### config.mk
export PLATFORM = sky130hd
export DESIGN_NAME = pipe_stage_reg
export DESIGN_NICKNAME = d
export VERILOG_FILES = /design/src/rtl/pipe_pkg.sv /design/src/rtl/pipe_sat_counter.sv /design/src/rtl/pipe_stage_reg.sv
export SDC_FILE = /design/constraint.sdc
export NUM_CORES = 1
export LEC_CHECK = 0
export BUFFER_PORTS_ARGS = -buffer_cell sky130_fd_sc_hd__buf_2
export CORE_MARGIN = 2
export CORE_UTILIZATION = 35
export DETAILED_ROUTE_END_ITERATION = 16
export PLACE_DENSITY = 0.58
export SLEW_MARGIN = 5
export SYNTH_ARGS = -nofsm -noshare
export SYNTH_HDL_FRONTEND = slang
export SYNTH_HIERARCHICAL = 1
export SYNTH_SLANG_ARGS = --single-unit
### constraint.sdc
create_clock -name clk -period 5.9 [get_ports clk]
set_input_delay 1.18 -clock clk [delete_from_list [all_inputs] [get_ports clk]]
set_output_delay 1.18 -clock clk [all_outputs]
set_load 0.005 [all_outputs]
### src/rtl/pipe_pkg.sv
// pipe_pkg
// Shared constants for the pipeline stage register family:
//   - FSM state encodings (EMPTY / ONE / TWO held entries)
//   - default payload and stall-counter widths
package pipe_pkg;

    typedef enum logic [1:0] {
        ST_EMPTY = 2'd0,
        ST_ONE   = 2'd1,
        ST_TWO   = 2'd2
    } pipe_state_t;

    localparam int DEF_WIDTH = 32;
    localparam int DEF_CNT_W = 16;

endpackage

### src/rtl/pipe_sat_counter.sv
// pipe_sat_counter
// Saturating up-counter with synchronous clear.
// Ports:
//   clk    - rising-edge clock
//   reset  - asynchronous active-low reset, forces count to 0
//   inc    - count up by one this cycle (ignored once saturated)
//   clr    - synchronous clear, wins over inc
//   count  - current count value
module pipe_sat_counter
    import pipe_pkg::*;
#(
    parameter int CNT_W = DEF_CNT_W
) (
    input  logic             clk,
    input  logic             reset,
    input  logic             inc,
    input  logic             clr,
    output logic [CNT_W-1:0] count
);

    always_ff @(posedge clk or negedge reset) begin
        if (!reset) begin
            count <= '0;
        end else if (clr) begin
            count <= '0;
        end else if (inc && (count != '1)) begin
            count <= count + CNT_W'(1);
        end
    end

endmodule

### src/rtl/pipe_stage_reg.sv
// pipe_stage_reg
// Valid/ready pipeline stage. With SKID=1 it is a two-entry skid buffer whose
// in_ready comes straight from flops; with SKID=0 it is a single register
// whose in_ready passes out_ready through combinationally.
// Ports:
//   clk, reset           - clock (rising edge), async active-low reset
//   in_valid/in_ready    - upstream handshake, in_data payload
//   out_valid/out_ready  - downstream handshake, out_data payload
//   flush                - synchronous discard of all held entries
//   occupancy            - number of held entries (0..2)
//   stall_cnt/stall_clr  - saturating back-pressure cycle count and its clear
module pipe_stage_reg
    import pipe_pkg::*;
#(
    parameter int WIDTH = DEF_WIDTH,
    parameter int SKID  = 1,
    parameter int CNT_W = DEF_CNT_W
) (
    input  logic             clk,
    input  logic             reset,
    input  logic             in_valid,
    output logic             in_ready,
    input  logic [WIDTH-1:0] in_data,
    output logic             out_valid,
    input  logic             out_ready,
    output logic [WIDTH-1:0] out_data,
    input  logic             flush,
    output logic [1:0]       occupancy,
    output logic [CNT_W-1:0] stall_cnt,
    input  logic             stall_clr
);

    pipe_state_t      state;
    logic [WIDTH-1:0] main_q;
    logic [WIDTH-1:0] skid_q;
    logic             accept;
    logic             pop;
    logic             stall;

    // Skid mode: in_ready depends only on state, so no path from out_ready.
    generate
        if (SKID != 0) begin : g_skid
            assign in_ready = (state != ST_TWO);
        end else begin : g_noskid
            assign in_ready = (state == ST_EMPTY) | out_ready;
        end
    endgenerate

    assign out_valid = (state != ST_EMPTY);
    assign out_data  = main_q;
    assign occupancy = state;
    assign accept    = in_valid & in_ready;
    assign pop       = out_valid & out_ready;
    assign stall     = out_valid & ~out_ready;

    always_ff @(posedge clk or negedge reset) begin
        if (!reset) begin
            state  <= ST_EMPTY;
            main_q <= '0;
            skid_q <= '0;
        end else if (flush) begin
            // Flush wins over everything, including a same-cycle accept.
            state  <= ST_EMPTY;
            main_q <= '0;
            skid_q <= '0;
        end else begin
            case (state)
                ST_EMPTY: begin
                    if (accept) begin
                        state  <= ST_ONE;
                        main_q <= in_data;
                    end
                end
                ST_ONE: begin
                    if (accept && pop) begin
                        main_q <= in_data;
                    end else if (accept && (SKID != 0)) begin
                        // Downstream stalled: park the new beat behind main.
                        state  <= ST_TWO;
                        skid_q <= in_data;
                    end else if (pop) begin
                        state <= ST_EMPTY;
                    end
                end
                ST_TWO: begin
                    if (pop) begin
                        state  <= ST_ONE;
                        main_q <= skid_q;
                    end
                end
                default: begin
                    state <= ST_EMPTY;
                end
            endcase
        end
    end

    pipe_sat_counter #(
        .CNT_W (CNT_W)
    ) u_stall_cnt (
        .clk   (clk),
        .reset (reset),
        .inc   (stall),
        .clr   (stall_clr),
        .count (stall_cnt)
    );

endmodule

Word level (Yosys, flattened, before mapping)
Cells that the tools add are included.
{ "totals": {"register_bits": 82, "elab_cells": 47} }
{ "classes": {"n_addsub": 1, "eq_ne": 10, "muxes": 17, "bitwise_logic": 4, "reduce_logical": 11} }
{ "op_table": {"columns": ["cell", "count"], "rows": [
  ["$mux W32", 7],
  ["$pmux W32 S3", 1],
  ["$mux W16", 2],
  ["$add A16 B1 Y16 const B", 1],
  ["$ne A16 B16 Y1 const B", 1],
  ["$mux W2", 6],
  ["$ne A3 B3 Y1 const B", 4],
  ["$reduce_and A4 Y1", 2],
  ["$reduce_bool A2 Y1", 4],
  ["$pmux W2 S3", 1],
  ["$ne A2 B2 Y1 const B", 2],
  ["$ne A4 B4 Y1 const B", 1],
  ["$reduce_bool A4 Y1", 1],
  ["$and A1 B1 Y1", 3],
  ["$reduce_and A3 Y1", 1],
  ["$eq A2 B1 Y1 const B", 1],
  ["$eq A2 B2 Y1 const B", 1],
  ["$logic_and A1 B1 Y1", 2],
  ["$logic_not A2 Y1", 1],
  ["$not A1 Y1", 1]
]} }

Longest topological paths before layout
Gate-level depths: netlist of run 1.
{ "depth": {"ltp_word": 7, "ltp_mapped": 8, "depth_no_buf": 5} }

Hierarchy
Netlist of run 1, hierarchy kept.
{ "by_module_without_submodules": {"columns": ["mod", "instances", "cells_each", "area_each_um2"], "rows": [
  ["pipe_stage_reg", 1, 310, 3338.2],
  ["pipe_sat_counter", 1, 98, 942.2]
]} }

Worst setup path after synthesis of run 1
Ideal clock, no wire load.
{ "synth_path": {"kind": "in2reg", "start": "in out_ready", "end": "reg u_stall_cnt.count[3]", "arrival_ns": 2.565, "setup_slack_ns": 3.257, "stages": 6, "path_cell_list": "clkbuf_1 -> nor2b_1 -> inv_1 -> clkbuf_1 -> or4_2 -> a21oi_1"} }
{ "synth_via": {"elab_chain_cells": 4} }
{ "synth_lines": {"columns": ["item", "line", "text"], "rows": [
  ["start, declared", "pipe_stage_reg.sv:25", "input logic out_ready,"],
  ["$not A1 Y1", "pipe_stage_reg.sv:54", "assign stall = out_valid & ~out_ready;"],
  ["$and A1 B1 Y1", "pipe_stage_reg.sv:54", null],
  ["named net stall", "pipe_stage_reg.sv:38", "logic stall;"],
  ["$logic_and A1 B1 Y1", "pipe_sat_counter.sv:26", "end else if (inc && (count != '1)) begin"],
  ["$reduce_bool A2 Y1 (no source line)", null, null],
  ["end signal, assigned", "pipe_sat_counter.sv:27", "count <= count + CNT_W'(1);"],
  ["end, declared", "pipe_sat_counter.sv:18", "output logic [CNT_W-1:0] count"]
]} }
The timed path passes the listed nets, and every way through them passes these cells.
A chain may end at the register's enable or synchronous reset.

Worst setup path in the final report of run 1
{ "layout_path": {"start": "reg state[1], in the netlist occupancy[1]", "end": "out in_ready"} }
{ "layout_via": {"elab_chain_cells": 1} }
{ "layout_lines": {"columns": ["item", "line", "text"], "rows": [
  ["start, declared", "pipe_stage_reg.sv:33", "pipe_state_t state;"],
  ["start signal, assigned", "pipe_stage_reg.sv:58", "state <= ST_EMPTY;"],
  ["start signal, assigned", "pipe_stage_reg.sv:63", "state <= ST_EMPTY;"],
  ["start signal, assigned", "pipe_stage_reg.sv:70", "state <= ST_ONE;"],
  ["$ne A2 B2 Y1", "pipe_stage_reg.sv:43", "assign in_ready = (state != ST_TWO);"],
  ["end, declared", "pipe_stage_reg.sv:22", "output logic in_ready,"]
]} }
Every way passes these cells.

==> results of run 1 <==
## synthesized netlist by cell type, types with 2 or more instances
library cell  number
o31ai_2           30
nand3_1            3
and4_2             2
clkbuf_1          25
buf_2             12
buf_6              4
inv_1              3
or4_2              2
mux2_1             4
nor2b_1            5
or3_1              2
o2111ai_1         32
a21oi_1           44
nand2_1           71
o31ai_1            9
nand4_1            6
nor4_1             4
nand3b_1           3
and3_1             2
mux2i_1           33
nor2_1             5
o21ai_1            3
dfrtp_1           82
or4_1              5
## how the worst max path moves through the flow
stage                       startpoint              endpoint  slack (ps)  cells past startpoint
after floorplan              out_ready  u_stall_cnt/count[3]        3260                      6
after global placement        in_valid          out_data[18]        2740                      4
after detailed placement      in_valid          out_data[17]        2690                      4
after CTS                 occupancy[1]              in_ready        2650                      2
after global routing      occupancy[1]              in_ready        2590                      2
final                     occupancy[1]              in_ready        2710                      2
## cells in the final DEF (no fill, tap or decap), types with 6 or more instances in the layout
master / Yosys / layout
mux2i_1: 33 / 32
a21oi_1: 44 / 44
clkbuf_16: 0 / 9
o2111ai_1: 32 / 32
buf_4: 0 / 7
buf_2: 12 / 88
o31ai_2: 30 / 30
nand4_1: 6 / 6
o31ai_1: 9 / 9
dfrtp_1: 82 / 82
nand2_1: 71 / 71
## cell families (layout without fill, tap and decap cells)
group	after synthesis	count (layout)	share of synthesized area (%)
AOI/OAI and AO/OA	124	124	23.9
buffers and inverters	45	115	5.00
adders and majority gates	1	1	0.292
DFF	82	82	47.9
muxes	37	37	8.77
and+or+nand+nor	119	119	14.1
## worst register-to-register path, cell delays in order (launching register included)
cell and delay (ps):
dfrtp_1 330, buf_4 400, or2_2 230, nor2b_1 400, inv_1 400, or4_2 730, a21oi_1 150
## where the power goes
group	internal, mW	total [mW]	switching (mW)
Clock	0.300	0.541	0.240
Combinational	0.0613	0.165	0.103
Sequential	0.589	0.606	0.0170
## metal layers
metal / routed length (um) / GRT usage (%)
met1: 5250 / 24.1
met2: 5000 / 26.5
met3: 587 / 3.44
met4: 198 / 6.50
met5: 0 / 0
## registers in the layout, summed over array words and instances, names as in the netlist
name / cells
u_stall_cnt/count: 16
out_data: 32
occupancy: 2
skid_q: 32
## final cells by class
type	count	area (um2)	area share [%]
tap	147	184	3.62
sequential	82	2050	40.4
clock buffer	10	239	4.70
inverter	4	15.0	0.296
multi-input combinational	281	2050	40.3
clock inverter	6	47.5	0.936
timing repair buffer	95	493	9.70
==> reports/results.md, run 1 <==
| Item | Value | Unit |
|:---|:---|:---|
| Status | complete, no violations | - |
| Post-synth design cell area | 4280 | um2 |
| Number of I/O pins | 90 | - |
| Share of synthesized area occupied by flip-flops and latches | 47.9 | % |
| RSZ-0062 raised after global routing | no | - |
| Data arrival time of the worst path | 2010 | ps |
| Yosys synthesis warning count | 6 | - |
| Number of maximum-capacitance constraint violations | 0 | - |
| Core area | 12000 | um2 |
| Slew HR | 23.6 | % |
| Count of antenna-violating nets left after detailed routing | 0 | - |
| Share of cells above drive strength 1 | 32.8 | % |
| Maximum fanout count along the critical path | 34 | - |
| Area share of the leading cell type in the synthesized netlist | 47.9 | % |
| Synth area leaders | dfrtp_1 (48%), o31ai_2 (8.8%), mux2i_1 (7.7%), o2111ai_1 (6.5%), nand2_1 (6.2%) | - |
| Final total negative setup slack | 0 | ps |
| Predominant post-synthesis flop cell | dfrtp_1 | - |
| Launch point of the worst hold path | skid_q[4] | - |
| Area delta synth->final | 18.7 | % |
| Worst supply voltage drop on vdd | 0.165 | mV |
| Number of distinct library cells after synthesis | 41 | - |
| Number of fill cells | 1139 | - |
| Number of cells traversed by the worst hold path | 2 | - |
| Final worst hold slack | 521 | ps |
| Number of synthesized register bits | 82 | - |
| Detailed-route vias per instance | 5.57 | - |
| Utilization of the core after routing | 42.5 | % |
| Total inserted antenna cells | 0 | - |
| Post-synth top area cell | dfrtp_1 | - |
| Vias | 3481 | - |
| Number of buffers inserted to repair setup after CTS | 0 | - |
| Category of the most critical setup path | register to primary output | - |
| Total count of hold-check failures in the final report | 0 | - |
| CTS H-Tree Depth | 3 | - |
| Syn Inst Count | 408 | - |
| Endpoint required time on the critical path | 4720 | ps |
| DR WL/cell | 17.7 | um |
| Reg2reg path depth | 6 | - |
| Number of DRC violations after detailed-routing iteration 0 | 221 | - |
| Total Power Consumption | 1.31 | mW |
| Syn Nets | 447 | - |
| Clk Tree Root Cell | clkbuf_16 | - |
| Clock edge transition at the registers on the reported setup and hold paths | 70 | ps |
| Placed Area | 4790 | um2 |
| Power Density | 258 | nW/um2 |
| Maximum operating frequency | 314 | MHz |
| Leak | 2.42 | nW |
| Beginning of the worst register-to-register path | occupancy[0] | - |
| Count of buffers inserted at the top-level ports | 89 | - |
| Vertical die dimension | 115 | um |
| GRT overflow | 0 | - |
| Number of global-route vias before repair | 3342 | - |
| Critical path launch point type | register | - |
| Clock skew | 8.06 | ps |
| Setup-violating endpoint count in the final report | 0 | - |
| Final Worst Setup Slack | 2710 | ps |
| Number of nets in the layout | 512 | - |
| Synth Area per Inst | 10.5 | um2 |
| Share of synthesized flip-flops with an asynchronous set or reset | 100 | % |
| Fin crit period | 3190 | ps |
| Post-synth EDFFs | 0 | - |
| Number of rows in the core area | 40 | - |
| Critical path buffer and inverter count | 1 | - |
| Total routing usage reported by global routing | 17.3 | % |
| Final instance count without filler cells | 625 | - |
| Clock Path Buffers | 2 | - |
| Family of cells with the greatest summed delay on the critical path | simple AND/OR/NAND/NOR gates | - |
| Worst reg2reg endpoint | u_stall_cnt/count[3] | - |
| Hold-fix buffer count after cts | 0 | - |
| Worst Hold Class | register to register | - |
| Pin count of the biggest net entering global routing | 75 | - |
| Post-Route WL | 11000 | um |
| Clock tree from TritonCTS | yes | - |
| Initial cell density of the core | 35.8 | % |
| Cell-by-cell listing of the critical path | nand2b_2 > buf_2 | - |
| Slew at the pin closest to its max-slew limit | 1150 | ps |
| Post-route clock period utilization | 54.0 | % |
| HPWL after detailed placement | 6820 | um |
| Largest stage delay on the critical path | 710 | ps |
| Cell at the slowest stage of the critical path | nand2b_2 | - |
| Initial antenna violation count | 0 | - |
| CTS sink cnt | 82 | - |
| Width of the chip | 115 | um |
| Clock latency on the worst-skew pair | 340 | ps |
| Reg-to-reg setup timing slack | 3190 | ps |
| Overall die area | 13100 | um2 |
| DP Worst Slack | 2690 | ps |
| Endpoint with the worst hold slack | skid_q[4] | - |
| Final number of max-transition violations | 0 | - |
| CTS buffer count | 9 | - |
| Cells after DPL | 609 | - |
| Placer Congestion | 0.737 | - |
| Global-route wire length before repair | 17700 | um |
| Residual DRC | 0 | - |
| Final std cell area, no fill | 5080 | um2 |
| Post-cts resize count | 0 | - |
| 1st-pass router iterations | 4 | - |
| CP Capture Type | primary output | - |
(Power assumes the default switching activity.)
==> run 2: changes to the inputs <==
PLACE_DENSITY = 0.6   (was 0.58)
clock period = 2.85 ns   (was 5.9 ns; I/O delays follow)
==> run 2 against run 1 <==
Critical path depth increased by 1. Sequential power rose by 110%. Via count shrank 0.66%. Die area unchanged. First-iteration DRC count grew 13%. Non-clock buffer count rose by 3. Clock power is 110% higher. Critical path type unchanged. Wire length increased by 3.2%. Clock-buffer cell count did not move. Cell area grew 0.99%. Hold slack worse by 310 ps.
==> reports/results.md, run 2 (synthesis gave the netlist of run 1 again) <==
| Item | Value | Unit | vs previous |
|:---|:---|:---|:---|
| Status | complete, no violations | - |  |
| Global-route wire length before repair | 18600 | um | +5.2% |
| Critical path buffer and inverter count | 2 | - | +1 |
| Met1 Resource Use GR | 24.5 | % | +0.33 points |
| CTS H-Tree Depth | 3 | - | unchanged |
| Setup-violating endpoint count in the final report | 0 | - | unchanged |
| Total count of hold-check failures in the final report | 0 | - | unchanged |
| Clock latency on the worst-skew pair | 340 | ps | about the same |
| Number of rows in the core area | 40 | - | unchanged |
| Slew HR | 31.5 | % | +7.9 points |
| RSZ-0062 raised after global routing | no | - |  |
| Initial cell density of the core | 35.8 | % | unchanged |
| Beginning of the worst register-to-register path | occupancy[1] | - |  |
| Category of the most critical setup path | register to primary output | - |  |
| Total routing usage reported by global routing | 18.1 | % | +0.81 points |
| Cell-by-cell listing of the critical path | buf_4 > nand2b_2 > buf_2 | - |  |
| Post-route clock period utilization | 83.7 | % |  |
| Post-cts resize count | 0 | - | unchanged |
| HPWL after detailed placement | 6950 | um | +1.9% |
| Initial antenna violation count | 1 | - | +1 |
| 1st-pass router iterations | 4 | - | unchanged |
| Reg-to-reg setup timing slack | 530 | ps | -2660 ps |
| DR WL/cell | 18.1 | um | +2.7% |
| Vertical die dimension | 115 | um | unchanged |
| Maximum fanout count along the critical path | 40 | - | +18% |
| Vias | 3458 | - | -0.66% |
| Overall die area | 13100 | um2 | unchanged |
| Pin count of the biggest net entering global routing | 66 | - | -12% |
| Core area | 12000 | um2 | unchanged |
| Launch point of the worst path | occupancy[0] | - |  |
| Fin crit period | 2390 | ps |  |
| Commonest non-fill, non-tap cell in the layout | buf_2 | - |  |
| Largest stage delay on the critical path | 520 | ps | -190 ps |
| Slew at the pin closest to its max-slew limit | 1030 | ps | -120 ps |
| Clock tree from TritonCTS | yes | - |  |
| Number of I/O pins | 90 | - | unchanged |
| Clock Path Buffers | 2 | - | unchanged |
| Clock edge transition at the registers on the reported setup and hold paths | 70 | ps | about the same |
| Hold-fix buffer count after cts | 0 | - | unchanged |
| Number of nets in the layout | 515 | - | +0.59% |
| Reg2reg path depth | 5 | - | -1 |
| M2 GR Usage | 28.7 | % | +2.1 points |
| Worst Hold Class | input port to async pin | - |  |
| Number of global-route vias before repair | 3425 | - | +2.5% |
| Power Density | 533 | nW/um2 | +110% |
| Most used cells in the layout excluding fill and tap cells | buf_2 (88), dfrtp_1 (82), nand2_1 (71) | - |  |
| Final total negative setup slack | 0 | ps | unchanged |
| Number of buffers inserted to repair setup after CTS | 0 | - | unchanged |
| Maximum operating frequency | 419 | MHz |  |
| Endpoint required time on the critical path | 2280 | ps | -2440 ps |
| GRT overflow | 0 | - | unchanged |
| Detailed-route vias per instance | 5.51 | - | -1.1% |
| Count of antenna-violating nets left after detailed routing | 0 | - | unchanged |
| Residual DRC | 0 | - | unchanged |
| Clock skew | 9.37 | ps | +1.31 ps |
| Cell at the slowest stage of the critical path | nand2b_2 | - |  |
| Critical path launch point type | register | - |  |
| Final instance count without filler cells | 628 | - | +0.48% |
| Final number of max-transition violations | 0 | - | unchanged |
| CP Capture Type | primary output | - |  |
| Met3 layer usage reported by global route | 5.88 | % | +2.4 points |
| Count of buffers inserted at the top-level ports | 89 | - | unchanged |
| Worst supply voltage drop on vdd | 0.345 | mV | +110% |
| Area delta synth->final | 19.8 | % |  |
| Number of DRC violations after detailed-routing iteration 0 | 250 | - | +13% |
| Number of maximum-capacitance constraint violations | 0 | - | unchanged |
| Post-Route WL | 11400 | um | +3.2% |
| Worst reg2reg endpoint | u_stall_cnt/count[3] | - |  |
| Width of the chip | 115 | um | unchanged |
| Total inserted antenna cells | 0 | - | unchanged |
| Clk Tree Root Cell | clkbuf_16 | - |  |
| Family of cells with the greatest summed delay on the critical path | buffers and inverters | - |  |
| Most congested layer reported by global routing | met2 | - |  |
| Number of stages on the worst setup path | 3 | - | +1 |
| Cells after DPL | 612 | - | +0.49% |
| Leak | 2.43 | nW | +0.61% |
| Data arrival time of the worst path | 1820 | ps | -190 ps |
| Share of cells above drive strength 1 | 33.3 | % | +0.42 points |
| CTS buffer count | 9 | - | unchanged |
| Placer Congestion | 0.797 | - | +8.1% |
| CTS sink cnt | 82 | - | unchanged |
run 2: cell count changes in the layout (fill, tap and decap cells not counted):
| cell | before | now |
|---|---|---|
| buf_12 | 0 | 2 |
| buf_4 | 7 | 8 |
| clkinv_2 | 1 | 0 |
| clkinv_4 | 2 | 1 |
| clkinvlp_4 | 1 | 4 |
| inv_6 | 2 | 0 |
| inv_8 | 0 | 1 |
run 2: stage by stage:
stage	util, %	total power [mW]	hold WS [ps]	area, um2	worst slack (ps)
after detailed placement	40.5	1.63	514	4840	523
after global routing	42.9	2.86	243	5130	302
after CTS	42.9	2.77	226	5130	439
after global placement	40.5	1.62	509	4840	596
after floorplan	-	1.47	274	4280	817
final	42.9	2.73	207	5130	463
run 2: worst max-delay path by stage:
stage	to	slack [ps]
CTS	in_ready	440
global route	u_stall_cnt/count[3]	300
finish	in_ready	460
global placement	u_stall_cnt/count[3]	600
detailed placement	u_stall_cnt/count[3]	520
floorplan	u_stall_cnt/count[3]	820
run 2: cell type report:
type / count / area, um2
fillers: 1145 / 6830
flip-flops and latches: 82 / 2050
multi-input cells: 281 / 2050
repair buffers: 98 / 541
clock buffers: 10 / 239
well taps: 147 / 184
clock inverters: 6 / 50.0
inverters: 4 / 15.0
run 2: where the power goes:
group / switching (mW) / internal [mW] / leakage [nW]
clock network: 0.512 / 0.622 / 0.129
registers: 0.0333 / 1.22 / 1.11
logic: 0.218 / 0.131 / 1.19
run 2: metal layers:
layer / vias up / part of all wire (%)
li1: 1662 / -
met1: 1710 / 47
met2: 80 / 47
met3: 4 / 5.4
met4: 2 / 0.31
met5: - / 0.088
==> run 3: changes to the inputs <==
PLACE_DENSITY = 0.58   (was 0.6)
clock period = 2.2 ns   (was 2.85 ns; I/O delays follow)
==> run 3 against run 2 <==
Cell count is 0.96% higher. Sequential share of layout area is 0.72 points lower. First-iteration DRC count is 25% lower. Cell area is 1.8% higher. Non-clock buffer count is 6 higher. Register-to-register slack worse by 250 ps. Hold slack worse by 92 ps. Critical path type unchanged. Largest cell class unchanged. Highest routed layer unchanged.
==> reports/results.md, run 3 (synthesis gave the netlist of run 1 again) <==
| Item | Value | Unit | vs previous |
|:---|:---|:---|:---|
| Status | complete, no violations | - |  |
| Cell-by-cell listing of the critical path | buf_6 > nand2b_2 > buf_2 | - |  |
| CTS buffer count | 9 | - | unchanged |
| Slew HR | 58.7 | % | +27 points |
| Commonest non-fill, non-tap cell in the layout | buf_2 | - |  |
| Core area | 12000 | um2 | unchanged |
| Global-route wire length before repair | 18000 | um | -3.3% |
| Final instance count without filler cells | 634 | - | +0.96% |
| Residual DRC | 0 | - | unchanged |
| Worst reg2reg endpoint | u_stall_cnt/count[1] | - |  |
| Beginning of the worst register-to-register path | u_stall_cnt/count[0] | - |  |
| Pin count of the biggest net entering global routing | 66 | - | unchanged |
| GRT overflow | 0 | - | unchanged |
| Vias | 3515 | - | +1.6% |
| Overall die area | 13100 | um2 | unchanged |
| Clock edge transition at the registers on the reported setup and hold paths | 60 | ps | about the same |
| Relative contribution of the clock network to total power | 42.0 | % | +0.5 points |
| Share of total power in combinational logic | 12.9 | % | +0.2 points |
| Total Power Consumption | 3.59 | mW | +31% |
| Number of maximum-capacitance constraint violations | 0 | - | unchanged |
| Number of nets in the layout | 521 | - | +1.2% |
| Launch point of the worst path | occupancy[0] | - |  |
| DR WL/cell | 17.7 | um | -2.5% |
| NetSw | 925 | uW | +21% |
| Leak | 2.50 | nW | +2.8% |
| Clock tree from TritonCTS | yes | - |  |
| Placer Congestion | 0.774 | - | -2.8% |
| Critical path buffer and inverter count | 2 | - | unchanged |
| Maximum fanout count along the critical path | 40 | - | unchanged |
| Post-route clock period utilization | 90.3 | % |  |
| Initial antenna violation count | 1 | - | unchanged |
| Data arrival time of the worst path | 1550 | ps | -270 ps |
| Largest stage delay on the critical path | 360 | ps | -160 ps |
| Vertical die dimension | 115 | um | unchanged |
| Area delta synth->final | 22.0 | % |  |
| Total inserted antenna cells | 0 | - | unchanged |
| Switching part of the total | 25.8 | % | -2.2 points |
| Most used cells in the layout excluding fill and tap cells | buf_2 (88), dfrtp_1 (82), nand2_1 (71) | - |  |
| Number of fill cells | 1136 | - | -0.79% |
| RSZ-0062 raised after global routing | no | - |  |
| Clk Tree Root Cell | clkbuf_16 | - |  |
| Cell at the slowest stage of the critical path | nand2b_2 | - |  |
| Worst Hold Class | input port to async pin | - |  |
| Final total negative setup slack | 0 | ps | unchanged |
| Power Density | 687 | nW/um2 | +29% |
| Detailed-route vias per instance | 5.54 | - | +0.69% |
| Endpoint required time on the critical path | 1760 | ps | -520 ps |
| Reg2reg path depth | 6 | - | +1 |
| Count of buffers inserted at the top-level ports | 89 | - | unchanged |
| Initial cell density of the core | 35.8 | % | unchanged |
| Worst supply voltage drop on vdd | 0.447 | mV | +29% |
| Post-Route WL | 11200 | um | -1.6% |
| 1st-pass router iterations | 4 | - | unchanged |
| Clock latency on the worst-skew pair | 330 | ps | about the same |
| Cells after DPL | 618 | - | +0.98% |
| HPWL after detailed placement | 7040 | um | +1.3% |
| Sequential power share | 45.1 | % | -0.7 points |
| Share of cells above drive strength 1 | 33.9 | % | +0.62 points |
| Final number of max-transition violations | 0 | - | unchanged |
| CTS H-Tree Depth | 3 | - | unchanged |
| Reg-to-reg setup timing slack | 280 | ps | -250 ps |
| Number of rows in the core area | 40 | - | unchanged |
| Width of the chip | 115 | um | unchanged |
| Number of I/O pins | 90 | - | unchanged |
| Maximum operating frequency | 503 | MHz |  |
| Family of cells with the greatest summed delay on the critical path | buffers and inverters | - |  |
| CTS sink cnt | 82 | - | unchanged |
| Clock Path Buffers | 2 | - | unchanged |
| Final std cell area, no fill | 5220 | um2 | +1.8% |
| Clock skew | 5.27 | ps | -4.09 ps |
| Number of global-route vias before repair | 3488 | - | +1.8% |
| CP Capture Type | primary output | - |  |
| Internal Pwr Total | 2.67 | mW | +35% |
| Total routing usage reported by global routing | 17.6 | % | -0.47 points |
| Number of DRC violations after detailed-routing iteration 0 | 188 | - | -25% |
| Fin crit period | 1990 | ps |  |
| Placed Area | 4920 | um2 | +1.7% |
| Category of the most critical setup path | register to primary output | - |  |
| Setup-violating endpoint count in the final report | 0 | - | unchanged |
| Total count of hold-check failures in the final report | 0 | - | unchanged |
| Count of antenna-violating nets left after detailed routing | 0 | - | unchanged |
| Slew at the pin closest to its max-slew limit | 620 | ps | -407 ps |
| Critical path launch point type | register | - |  |
| Final worst hold slack | 115 | ps | -91.7 ps |
## run 3: how the worst max path moves through the flow
stage                                      end  depth (start not counted)
after floorplan           u_stall_cnt/count[3]                          7
after global placement    u_stall_cnt/count[3]                          5
after detailed placement  u_stall_cnt/count[3]                          5
after CTS                             in_ready                          3
after global routing                  in_ready                          3
final                                 in_ready                          3
## run 3: routing by layer
layer | wire (um) | vias to the layer above | global-route usage (%)
met4 | 114 | 2 | 4.63
met1 | 5100 | 1725 | 22.3
met2 | 5460 | 88 | 30.0
li1 | - | 1688 | -
met5 | 13 | - | 0
met3 | 530 | 12 | 4.45
## run 3: layout make-up
type	instances	area, um2	area share (%)
Clock buffer	11	243	4.65
Clock inverter	5	53.8	1.03
Inverter	4	15.0	0.287
Multi-Input combinational cell	281	2050	39.2
Sequential cell	82	2050	39.3
Tap cell	147	184	3.52
Timing Repair Buffer	104	627	12.0
## run 3: per-stage QoR
| step | util (%) | setup WS (ps) |
|---|---|---|
| finish | 43.7 | 214 |
| global route | 43.7 | 102 |
| CTS | 43.6 | 93.8 |
| detailed placement | 41.2 | 164 |
| global placement | 41.2 | 215 |
| floorplan | - | 172 |
## run 3: power groups by stage
stage	sequential, mW	clock [mW]	combinational [mW]
3_5_place_dp	1.65	0	0.468
4_1_cts	1.62	1.55	0.469
5_1_grt	1.63	1.62	0.511
3_3_place_gp	1.65	0	0.459
2_1_floorplan	1.65	0	0.251
6_report	1.62	1.51	0.462
## run 3: timing repair
| action | 4_1_cts | 5_1_grt |
|---|---|---|
| setup buffers | 0 | 0 |
| hold buffers | 0 | 0 |
| hold endpoints to repair | 0 | 0 |
| gates resized for setup | 0 | 1 |
| setup endpoints to repair | 0 | 1 |
